$ cat config.mk
export PLATFORM = sky130hd
export DESIGN_NAME = mem_access_unit
export DESIGN_NICKNAME = d
export VERILOG_FILES = /design/src/rtl/mem_access_unit_pkg.sv /design/src/rtl/mem_access_unit_lane_align.sv /design/src/rtl/mem_access_unit.sv
export SDC_FILE = /design/constraint.sdc
export NUM_CORES = 1
export LEC_CHECK = 0
export CAP_MARGIN = 20
export CORE_MARGIN = 2
export CORE_UTILIZATION = 44
export DETAILED_ROUTE_END_ITERATION = 10
export PLACE_DENSITY = 0.76
export SKIP_LAST_GASP = 1
export SYNTH_ARGS = -nofsm -noshare
export SYNTH_HDL_FRONTEND = slang
export SYNTH_SLANG_ARGS = --single-unit
$ cat constraint.sdc
create_clock -name clock -period 3 [get_ports clock]
set_input_delay 0.3 -clock clock [delete_from_list [all_inputs] [get_ports clock]]
set_output_delay 0.3 -clock clock [all_outputs]
set_load 0.05 [all_outputs]
$ cat src/rtl/mem_access_unit_pkg.sv
// Shared encodings for the load/store unit in front of the data memory.
// Size and state encodings plus the default memory capacity.
package mem_access_unit_pkg;

    localparam int unsigned MEM_BYTES_DEF = 4096;

    localparam logic [1:0] SZ_BYTE = 2'b00;
    localparam logic [1:0] SZ_HALF = 2'b01;
    localparam logic [1:0] SZ_WORD = 2'b10;

    typedef enum logic {
        ST_IDLE = 1'b0,
        ST_RMW  = 1'b1
    } state_e;

endpackage

$ cat src/rtl/mem_access_unit_lane_align.sv
// Byte/half lane extraction for loads and lane merge for stores.
// Purely combinational; shared by the load path and the RMW path.
import mem_access_unit_pkg::*;

module mem_lane_align (
    input  logic [31:0] word_i,
    input  logic [1:0]  off_i,
    input  logic [1:0]  size_i,
    input  logic        unsigned_i,
    input  logic [15:0] wdata_i,
    output logic [31:0] load_o,
    output logic [31:0] merge_o
);

    logic [7:0]  b;
    logic [15:0] h;

    // Pick the addressed lane, extend it, and build the merged word
    always_comb begin
        b       = word_i[{off_i, 3'b000} +: 8];
        h       = off_i[1] ? word_i[31:16] : word_i[15:0];
        load_o  = word_i;
        merge_o = word_i;
        unique case (size_i)
            SZ_BYTE: begin
                load_o = {{24{b[7] & ~unsigned_i}}, b};
                merge_o[{off_i, 3'b000} +: 8] = wdata_i[7:0];
            end
            SZ_HALF: begin
                load_o = {{16{h[15] & ~unsigned_i}}, h};
                if (off_i[1]) merge_o[31:16] = wdata_i;
                else          merge_o[15:0]  = wdata_i;
            end
            default: begin
                load_o  = word_i;
                merge_o = word_i;
            end
        endcase
    end

endmodule

$ cat src/rtl/mem_access_unit.sv
// Load/store unit driving a word-wide data memory; sub-word stores use RMW.
// Optional macro MEM_ACCESS_ALIGN_CHECK_EN enables size/alignment faults.
import mem_access_unit_pkg::*;

module mem_access_unit #(
    parameter int unsigned MEM_BYTES = MEM_BYTES_DEF
) (
    input  logic        clock,
    input  logic        reset_n,
    input  logic        req_valid,
    output logic        req_ready,
    input  logic        req_write,
    input  logic [1:0]  req_size,
    input  logic        req_unsigned,
    input  logic [31:0] req_addr,
    input  logic [31:0] req_wdata,
    output logic        rsp_valid,
    output logic [31:0] rsp_rdata,
    output logic        rsp_fault,
    output logic [31:0] dm_address,
    output logic [31:0] dm_data_in,
    output logic        dm_mem_write,
    input  logic [31:0] dm_data_out
);

    state_e      state_q, state_d;
    logic [31:0] addr_q, addr_d;
    logic [15:0] wdata_q, wdata_d;
    logic [31:0] old_q, old_d;
    logic [1:0]  size_q, size_d;
    logic        valid_q, valid_d;
    logic        fault_q, fault_d;
    logic [31:0] rdata_q, rdata_d;

    logic        in_range, fault;
    logic [1:0]  eff_size;
    logic [31:0] eff_addr;
    logic        wr;
    logic [31:0] din;
    logic        rmw;
    logic [31:0] la_load, la_merge;

    assign in_range = req_addr < 32'(MEM_BYTES);
    assign rmw      = (state_q == ST_RMW);

`ifdef MEM_ACCESS_ALIGN_CHECK_EN
    // Strict mode: illegal size and misalignment both fault
    always_comb begin
        eff_size = req_size;
        eff_addr = req_addr;
        fault    = !in_range
                 || (req_size == 2'b11)
                 || (req_size == SZ_HALF && req_addr[0])
                 || (req_size == SZ_WORD && req_addr[1:0] != 2'b00);
    end
`else
    // Lenient mode: force alignment, treat size 11 as word
    always_comb begin
        eff_size = (req_size == 2'b11) ? SZ_WORD : req_size;
        eff_addr = req_addr;
        if (eff_size == SZ_HALF) eff_addr[0]   = 1'b0;
        if (eff_size == SZ_WORD) eff_addr[1:0] = 2'b00;
        fault    = !in_range;
    end
`endif

    mem_lane_align u_align (
        .word_i     (rmw ? old_q : dm_data_out),
        .off_i      (rmw ? addr_q[1:0] : eff_addr[1:0]),
        .size_i     (rmw ? size_q : eff_size),
        .unsigned_i (req_unsigned),
        .wdata_i    (wdata_q),
        .load_o     (la_load),
        .merge_o    (la_merge)
    );

    // Next-state, response and memory-port decode
    always_comb begin
        state_d    = state_q;
        addr_d     = addr_q;
        wdata_d    = wdata_q;
        old_d      = old_q;
        size_d     = size_q;
        valid_d    = 1'b0;
        fault_d    = 1'b0;
        rdata_d    = 32'h0;
        req_ready  = 1'b0;
        dm_address = req_addr;
        din        = 32'h0;
        wr         = 1'b0;
        unique case (state_q)
            ST_IDLE: begin
                req_ready = 1'b1;
                if (req_valid) begin
                    valid_d = 1'b1;
                    if (fault) begin
                        fault_d = 1'b1;
                    end else if (!req_write) begin
                        rdata_d = la_load;
                    end else if (eff_size == SZ_WORD) begin
                        wr  = 1'b1;
                        din = req_wdata;
                    end else begin
                        valid_d = 1'b0;
                        state_d = ST_RMW;
                        addr_d  = eff_addr;
                        wdata_d = req_wdata[15:0];
                        size_d  = eff_size;
                        old_d   = dm_data_out;
                    end
                end
            end
            ST_RMW: begin
                dm_address = addr_q;
                din        = la_merge;
                wr         = 1'b1;
                valid_d    = 1'b1;
                state_d    = ST_IDLE;
            end
            default: ;
        endcase
    end

    // Reset drops the write strobe at once, even mid-RMW
    assign dm_mem_write = wr & reset_n;
    assign dm_data_in   = dm_mem_write ? din : 32'h0;

    // State, held request and registered response
    always_ff @(posedge clock or negedge reset_n) begin
        if (!reset_n) begin
            state_q <= ST_IDLE;
            addr_q  <= 32'h0;
            wdata_q <= 16'h0;
            old_q   <= 32'h0;
            size_q  <= 2'b00;
            valid_q <= 1'b0;
            fault_q <= 1'b0;
            rdata_q <= 32'h0;
        end else begin
            state_q <= state_d;
            addr_q  <= addr_d;
            wdata_q <= wdata_d;
            old_q   <= old_d;
            size_q  <= size_d;
            valid_q <= valid_d;
            fault_q <= fault_d;
            rdata_q <= rdata_d;
        end
    end

    assign rsp_valid = valid_q;
    assign rsp_fault = fault_q;
    assign rsp_rdata = rdata_q;

endmodule

* Word-level counts from Yosys, hierarchy flattened
Cells that the tools add are included.
** Word-level totals
- Memories :: 0
- Output and inout port bits :: 100
- Latch bits :: 0
- Bits of input ports :: 103
- Bits in writable memories :: 0
- Flip-flop bits (word level) :: 117
- Bits in read-only memories :: 0
- Logic and storage cells :: 66
** Cells by class
- Reductions and logical operators :: 2
- Add/sub/neg operators :: 1
- Eq/ne operators :: 4
- Bitwise gates (word level) :: 6
- Multiply operators :: 0
- $lt $le $gt $ge :: 1
- Div/mod/pow operators :: 0
- Shifts and indexed selects :: 3
- Multiplexer cells :: 41
** Operators with widths (count)
- 32-bit 2-to-1 mux :: 11
- 32-bit one-hot mux with 2 select lines :: 3
- 16-bit 2-to-1 mux :: 3
- 32-bit bitwise mux :: 1
- 32-bit by 13-bit less-than comparator with 1-bit output, second input constant :: 1
- 8-bit by 7-bit variable shift with 32-bit output, first input constant :: 1
- 32-bit by 6-bit indexed part select with 8-bit output :: 1
- 8-bit by 7-bit indexed part select with 32-bit output :: 1
- 1-bit 2-to-1 mux :: 16
- 2-bit 2-to-1 mux :: 4
- 5-bit negation with 7-bit output :: 1
- 1-bit one-hot mux with 2 select lines :: 3
- 5-bit AND reduction :: 1
- 2-bit by 1-bit equality test with 1-bit output, second input constant :: 2
- 2-bit equality test, second input constant :: 2
- 1-bit AND :: 3
- 1-bit inverter :: 3
- 2-bit logical NOT :: 1

* Longest topological paths before layout
- Word-level depth :: 13
- Depth in mapped cells :: 12
- Depth with buffers taken out :: 9

* Modules after synthesis
From an unflattened synthesis, not the netlist that was laid out.
** Second synthesis, totals
- Cell total of the unflattened synthesis :: 706
- Area, all modules :: 7295.7 um^2
** Modules (own cells, without submodules)
- mem_access_unit :: times used 1, cells an instance 398, sequential area each 2927.8 um^2, area an instance 5475.3 um^2
- mem_lane_align :: times used 1, cells an instance 308, sequential area each 0.0 um^2, area an instance 1820.5 um^2

* Worst setup path after synthesis
OpenSTA, ideal clock, no wires.
- Kind :: flip-flop to output port
- Start :: register state_q, in the netlist rmw
- End :: output dm_data_in[0]
- Arrival :: 3749 ps
- Path slack :: -1049 ps
- Cell stages (with the launch flop) :: 13
- Buffers on the path :: 4
- Data required time :: 2700 ps
- Cells stage by stage :: dfrtp_1 -> buf_6 -> buf_2 -> nor3b_1 -> a21oi_2 -> clkbuf_1 -> ha_1 -> clkbuf_1 -> nand3b_1 -> nor3_1 -> nand3b_1 -> o211a_1 -> nor3_1
** On the way
- Longest elaborated chain between the ends :: 7
- Elaborated cells on any way between the ends :: 16
- Classes of those cells :: 1 x add/sub; 1 x eq/ne; 2 x shift; 9 x mux; 2 x bitwise; 1 x reduce/logical
** Ends and longest elaborated chain
- start: declaration :: RTL line mem_access_unit.sv:26 : state_e state_q, state_d;
- start signal: assignment :: RTL line mem_access_unit.sv:140 : state_q <= state_d;
- 2-bit 2-to-1 mux :: RTL line mem_access_unit.sv:69 : .off_i (rmw ? addr_q[1:0] : eff_addr[1:0]),
- 5-bit negation with 7-bit output :: RTL line mem_access_unit_lane_align.sv:27 : merge_o[{off_i, 3'b000} +: 8] = wdata_i[7:0];
- 8-bit by 7-bit indexed part select with 32-bit output or 8-bit by 7-bit variable shift with 32-bit output (tied branches) :: RTL line mem_access_unit_lane_align.sv:27
- 32-bit bitwise mux :: RTL line mem_access_unit_lane_align.sv:27
- 32-bit one-hot mux with 2 select lines :: RTL line mem_access_unit_lane_align.sv:24 : unique case (size_i)
- 32-bit one-hot mux with 2 select lines :: RTL line mem_access_unit.sv:91 : unique case (state_q)
- 32-bit 2-to-1 mux * :: RTL line mem_access_unit.sv:126 : assign dm_data_in = dm_mem_write ? din : 32'h0;
- end: declaration :: RTL line mem_access_unit.sv:21 : output logic [31:0] dm_data_in,
Mark *: on every way between the ends. The rest lies on a longest branch, timed or not.

* Final worst setup path
- Start :: register state_q, in the netlist rmw
- End :: output dm_data_in[30]
The elaborated chain is that of the path after synthesis.

==> impl_summary.log <==
[metrics] CP endpoint kind: output pin
[metrics] P_leak: 4.797 nW
[metrics] FILL cells: 1,223
[metrics] cells after synthesis: 722
[metrics] total die area: 17,720 um^2
[metrics] Avg Vias per Cell: 6.147
[metrics] top library cells by usage in the layout, fill and taps aside: 165 x sky130_fd_sc_hd__clkdlybuf4s50_1, 116 x sky130_fd_sc_hd__dfrtp_1, 96 x sky130_fd_sc_hd__mux2_2, 62 x sky130_fd_sc_hd__buf_4, 46 x sky130_fd_sc_hd__o21ai_0
[metrics] fraction of synthesis flops using an asynchronous set or reset pin: 1.000
[metrics] number of antenna violations at the first check in global routing: 0
[metrics] data arrival time of the critical path: 2.95 ns
[metrics] CTS tree: yes
[metrics] Hold Violations, Final: 0
[metrics] weighted congestion at the end of routability-driven global placement: 0.9392
[metrics] synthesis-stage register bit count: 117
[metrics] Post-Route WL: 27.55 mm
[metrics] net count after synthesis: 830
[metrics] category of the most critical setup path: register to output pin
[metrics] starting density of the core: 0.4455
[metrics] origin of the worst setup path: rmw
[metrics] portion of synthesized cell area occupied by the leading cell type: 0.3991
[metrics] Most used DFF post-synth: sky130_fd_sc_hd__dfrtp_1
[metrics] clock tree skew after final layout: 0.005312 ns
[metrics] I/O pin count: 203
[metrics] area of the mapped netlist: 7336 um^2
[metrics] Power Dens Cells: 379.2 nW/um^2
[metrics] Synth cell types: 56
[metrics] hold crit path type: primary input to asynchronous set/reset pin
[metrics] path depth of the worst reg2reg path: 10
[metrics] Max Freq: 0.3079 GHz
[metrics] antenna-violating nets left: 0
[metrics] sort of element at the start of the critical path: register
[metrics] core box area: 16,470 um^2
[metrics] clock insertion delay at the later pin of the skew report: 0.43 ns
[metrics] average wire per standard cell: 23.21 um
[metrics] post-detailed-route DRC marker count: 0
[metrics] final worst-path cycle share: 1.083
[metrics] cell type contributing the most total cell area after synthesis: sky130_fd_sc_hd__dfrtp_1
[metrics] most common cell after layout, fill and taps aside: sky130_fd_sc_hd__clkdlybuf4s50_1
[metrics] max-slew headroom at the worst pin: 0.4552
[metrics] Tot GR Track Use: 0.3131
[metrics] starting DRC count in detailed routing: 698
[metrics] Final setup viols: 32
[metrics] top post-synthesis cells by area: sky130_fd_sc_hd__dfrtp_1 40%, sky130_fd_sc_hd__mux2_2 15%, sky130_fd_sc_hd__mux2i_1 5.3%
[metrics] DIE HEIGHT: 133.1 um
[metrics] port buffer count: 202
[metrics] worst hold slack after final layout: 0.2661 ns
[metrics] share of final-layout standard cells stronger than drive strength 1: 0.3506
[metrics] number of sinks handled by clock tree synthesis: 117
[metrics] standard-cell rows: 47
[metrics] hpwl dp: 18.94 mm
[metrics] Max-Cap Viols: 0
[metrics] EDFF count, synth: 0
[metrics] Tightest Pin Transition: 0.7944 ns
[metrics] maximum number of pins on one net before global-route repair: 60
[metrics] number of buffers on the longest clock path: 2
[metrics] final critical-path required period: 3.248 ns
[metrics] clock slew at the register clock pins of the worst setup and hold paths: 0.06 ns
[metrics] Post-Syn Area per Cell: 10.16 um^2
[metrics] Yosys Warn Count: 0
[metrics] Detailed Routing Iterations Pass 1: 6
[metrics] Reg-to-Reg Start: rmw
[metrics] vias in the first global route: 7,261
[metrics] Max Slew Vio Count: 0
[metrics] sequential share of the synthesized area: 0.3991
[metrics] overall via count from detail_route: 7,296
[metrics] unrepaired setup endpoints after global routing: yes
[metrics] peak ir drop on the vdd network: 0.4146 mV
[metrics] violations in the final reports: setup timing
[metrics] smallest setup slack after layout: -0.2478 ns
[metrics] die extent in x: 133.1 um
[metrics] run status: complete, but fails checks
[metrics] wire length of the first global-routing pass: 42.82 mm
[metrics] # placed instances: 1,143
[metrics] count of nets after finishing: 1,062
[metrics] leftover overflow at the end of global routing: 0
[metrics] CTS Buf Count: 17
[metrics] cell at the root of the clock tree: sky130_fd_sc_hd__clkbuf_16
[metrics] maximum level of the CTS H-tree: 4
[metrics] worst reg2reg setup slack: 0.13 ns
[metrics] Worst Path Required: 2.70 ns
[metrics] capture instance of the worst register-to-register path: rsp_rdata[30]
[metrics] final cell count without fillers: 1,187
[metrics] worst-path fanout max: 8
[metrics] Syn-to-layout area delta: 57.41%
[metrics] number of diodes added for antenna fixing: 0
[metrics] Post-Route Setup TNS: -5.192 ns
-- how the worst max path moves through the flow --
stage	to	slack (ns)	cells after the start
2_1_floorplan	dm_data_in[0]	-0.04	11
3_3_place_gp	dm_data_in[30]	-0.21	9
3_5_place_dp	dm_data_in[3]	-0.22	11
4_1_cts	dm_data_in[30]	-0.20	11
5_1_grt	dm_data_in[30]	-0.35	11
6_report	dm_data_in[30]	-0.25	11
-- metrics by stage --
step	power [W]	setup WS (ns)	utilization	cell area, um^2
3_3_place_gp	0.002237	-0.2130	0.6333	10430
6_report	0.004379	-0.2478	0.7013	11550
5_1_grt	0.004510	-0.3456	0.7013	11550
3_5_place_dp	0.002241	-0.2228	0.6333	10430
2_1_floorplan	0.001893	-0.03671	-	7497
4_1_cts	0.004386	-0.2000	0.6955	11450
-- power by group --
part / internal, W / total (W) / switching, W
clock network: 0.00132 / 0.00211 / 0.000789
logic: 0.000308 / 0.000691 / 0.000383
registers: 0.00158 / 0.00158 / 0.000000314
-- synthesized netlist by cell type, types with 4 or more instances --
cell	count
sky130_fd_sc_hd__dfrtp_1	117
sky130_fd_sc_hd__mux2_2	96
sky130_fd_sc_hd__o21ai_0	48
sky130_fd_sc_hd__a21oi_1	47
sky130_fd_sc_hd__mux2i_1	39
sky130_fd_sc_hd__nor2_1	37
sky130_fd_sc_hd__nor2b_1	37
sky130_fd_sc_hd__clkbuf_1	35
sky130_fd_sc_hd__nand2_1	27
sky130_fd_sc_hd__o22ai_1	23
sky130_fd_sc_hd__a2111oi_0	21
sky130_fd_sc_hd__a211oi_1	19
sky130_fd_sc_hd__buf_2	18
sky130_fd_sc_hd__a21o_1	14
sky130_fd_sc_hd__a221oi_1	14
sky130_fd_sc_hd__o2bb2ai_1	11
sky130_fd_sc_hd__o32ai_1	10
sky130_fd_sc_hd__a22o_1	9
sky130_fd_sc_hd__inv_1	9
sky130_fd_sc_hd__nand3b_1	7
sky130_fd_sc_hd__nor3_1	7
sky130_fd_sc_hd__o32a_1	7
sky130_fd_sc_hd__buf_1	6
sky130_fd_sc_hd__nor4_1	6
sky130_fd_sc_hd__ha_1	5
sky130_fd_sc_hd__mux4_2	4
sky130_fd_sc_hd__nand2b_1	4
sky130_fd_sc_hd__nor3b_1	4
-- layout make-up --
cell class | instances | area, um^2 | area share
inverter | 10 | 38.79 | 0.003359
multi-input combinational | 533 | 4629 | 0.4009
clock buffer | 19 | 432.9 | 0.03749
clock inverter | 13 | 171.4 | 0.01484
sequential | 117 | 2932 | 0.2539
timing repair buffer | 275 | 3068 | 0.2657
tap | 220 | 275.3 | 0.02384
-- registers in the layout, summed over array words and instances (netlist names) --
name	flops
rsp_valid	1
wdata_q	16
size_q	2
old_q	32
rmw	1
rsp_rdata	32
addr_q	32
rsp_fault	1
-- critical path, cell delays in order, from the launching register on --
cell and delay [ns]:
sky130_fd_sc_hd__dfrtp_4 0.56, sky130_fd_sc_hd__nor4b_4 0.36, sky130_fd_sc_hd__nor2_4 0.11, sky130_fd_sc_hd__inv_2 0.09, sky130_fd_sc_hd__ha_4 0.14, sky130_fd_sc_hd__inv_2 0.05
sky130_fd_sc_hd__a2111oi_4 0.38, sky130_fd_sc_hd__buf_4 0.19, sky130_fd_sc_hd__a21oi_4 0.05, sky130_fd_sc_hd__a2111oi_4 0.27, sky130_fd_sc_hd__a21o_2 0.17, sky130_fd_sc_hd__buf_12 0.13
-- logic make-up after synthesis --
logic type	share of synthesized area
DFF	0.3991
adders and majority gates	0.008528
and+or+nand+nor	0.1117
buffers and inverters	0.04162
AOI/OAI and AO/OA	0.2262
muxes	0.2129
-- layer usage --
layer / share of wire / wire [um] / vias up / track usage
met4: 0.027 / 733 / 0 / 0.1040
met2: 0.46 / 12740 / 439 / 0.4735
met3: 0.10 / 2808 / 54 / 0.09932
met5: 0 / 0 / - / 0
met1: 0.41 / 11270 / 3563 / 0.4292
li1: - / - / 3240 / -
-- what timing repair did --
item                                    4_1_cts  5_1_grt
endpoints found under the hold margin        12        0
gates cloned                                  2        0
gates resized for setup                      59       16
hold buffers                                  1        0
pin swaps                                    49       24
buffers inserted                              8        2
endpoints found under the setup margin       62       36
(Power assumes the default switching activity.)
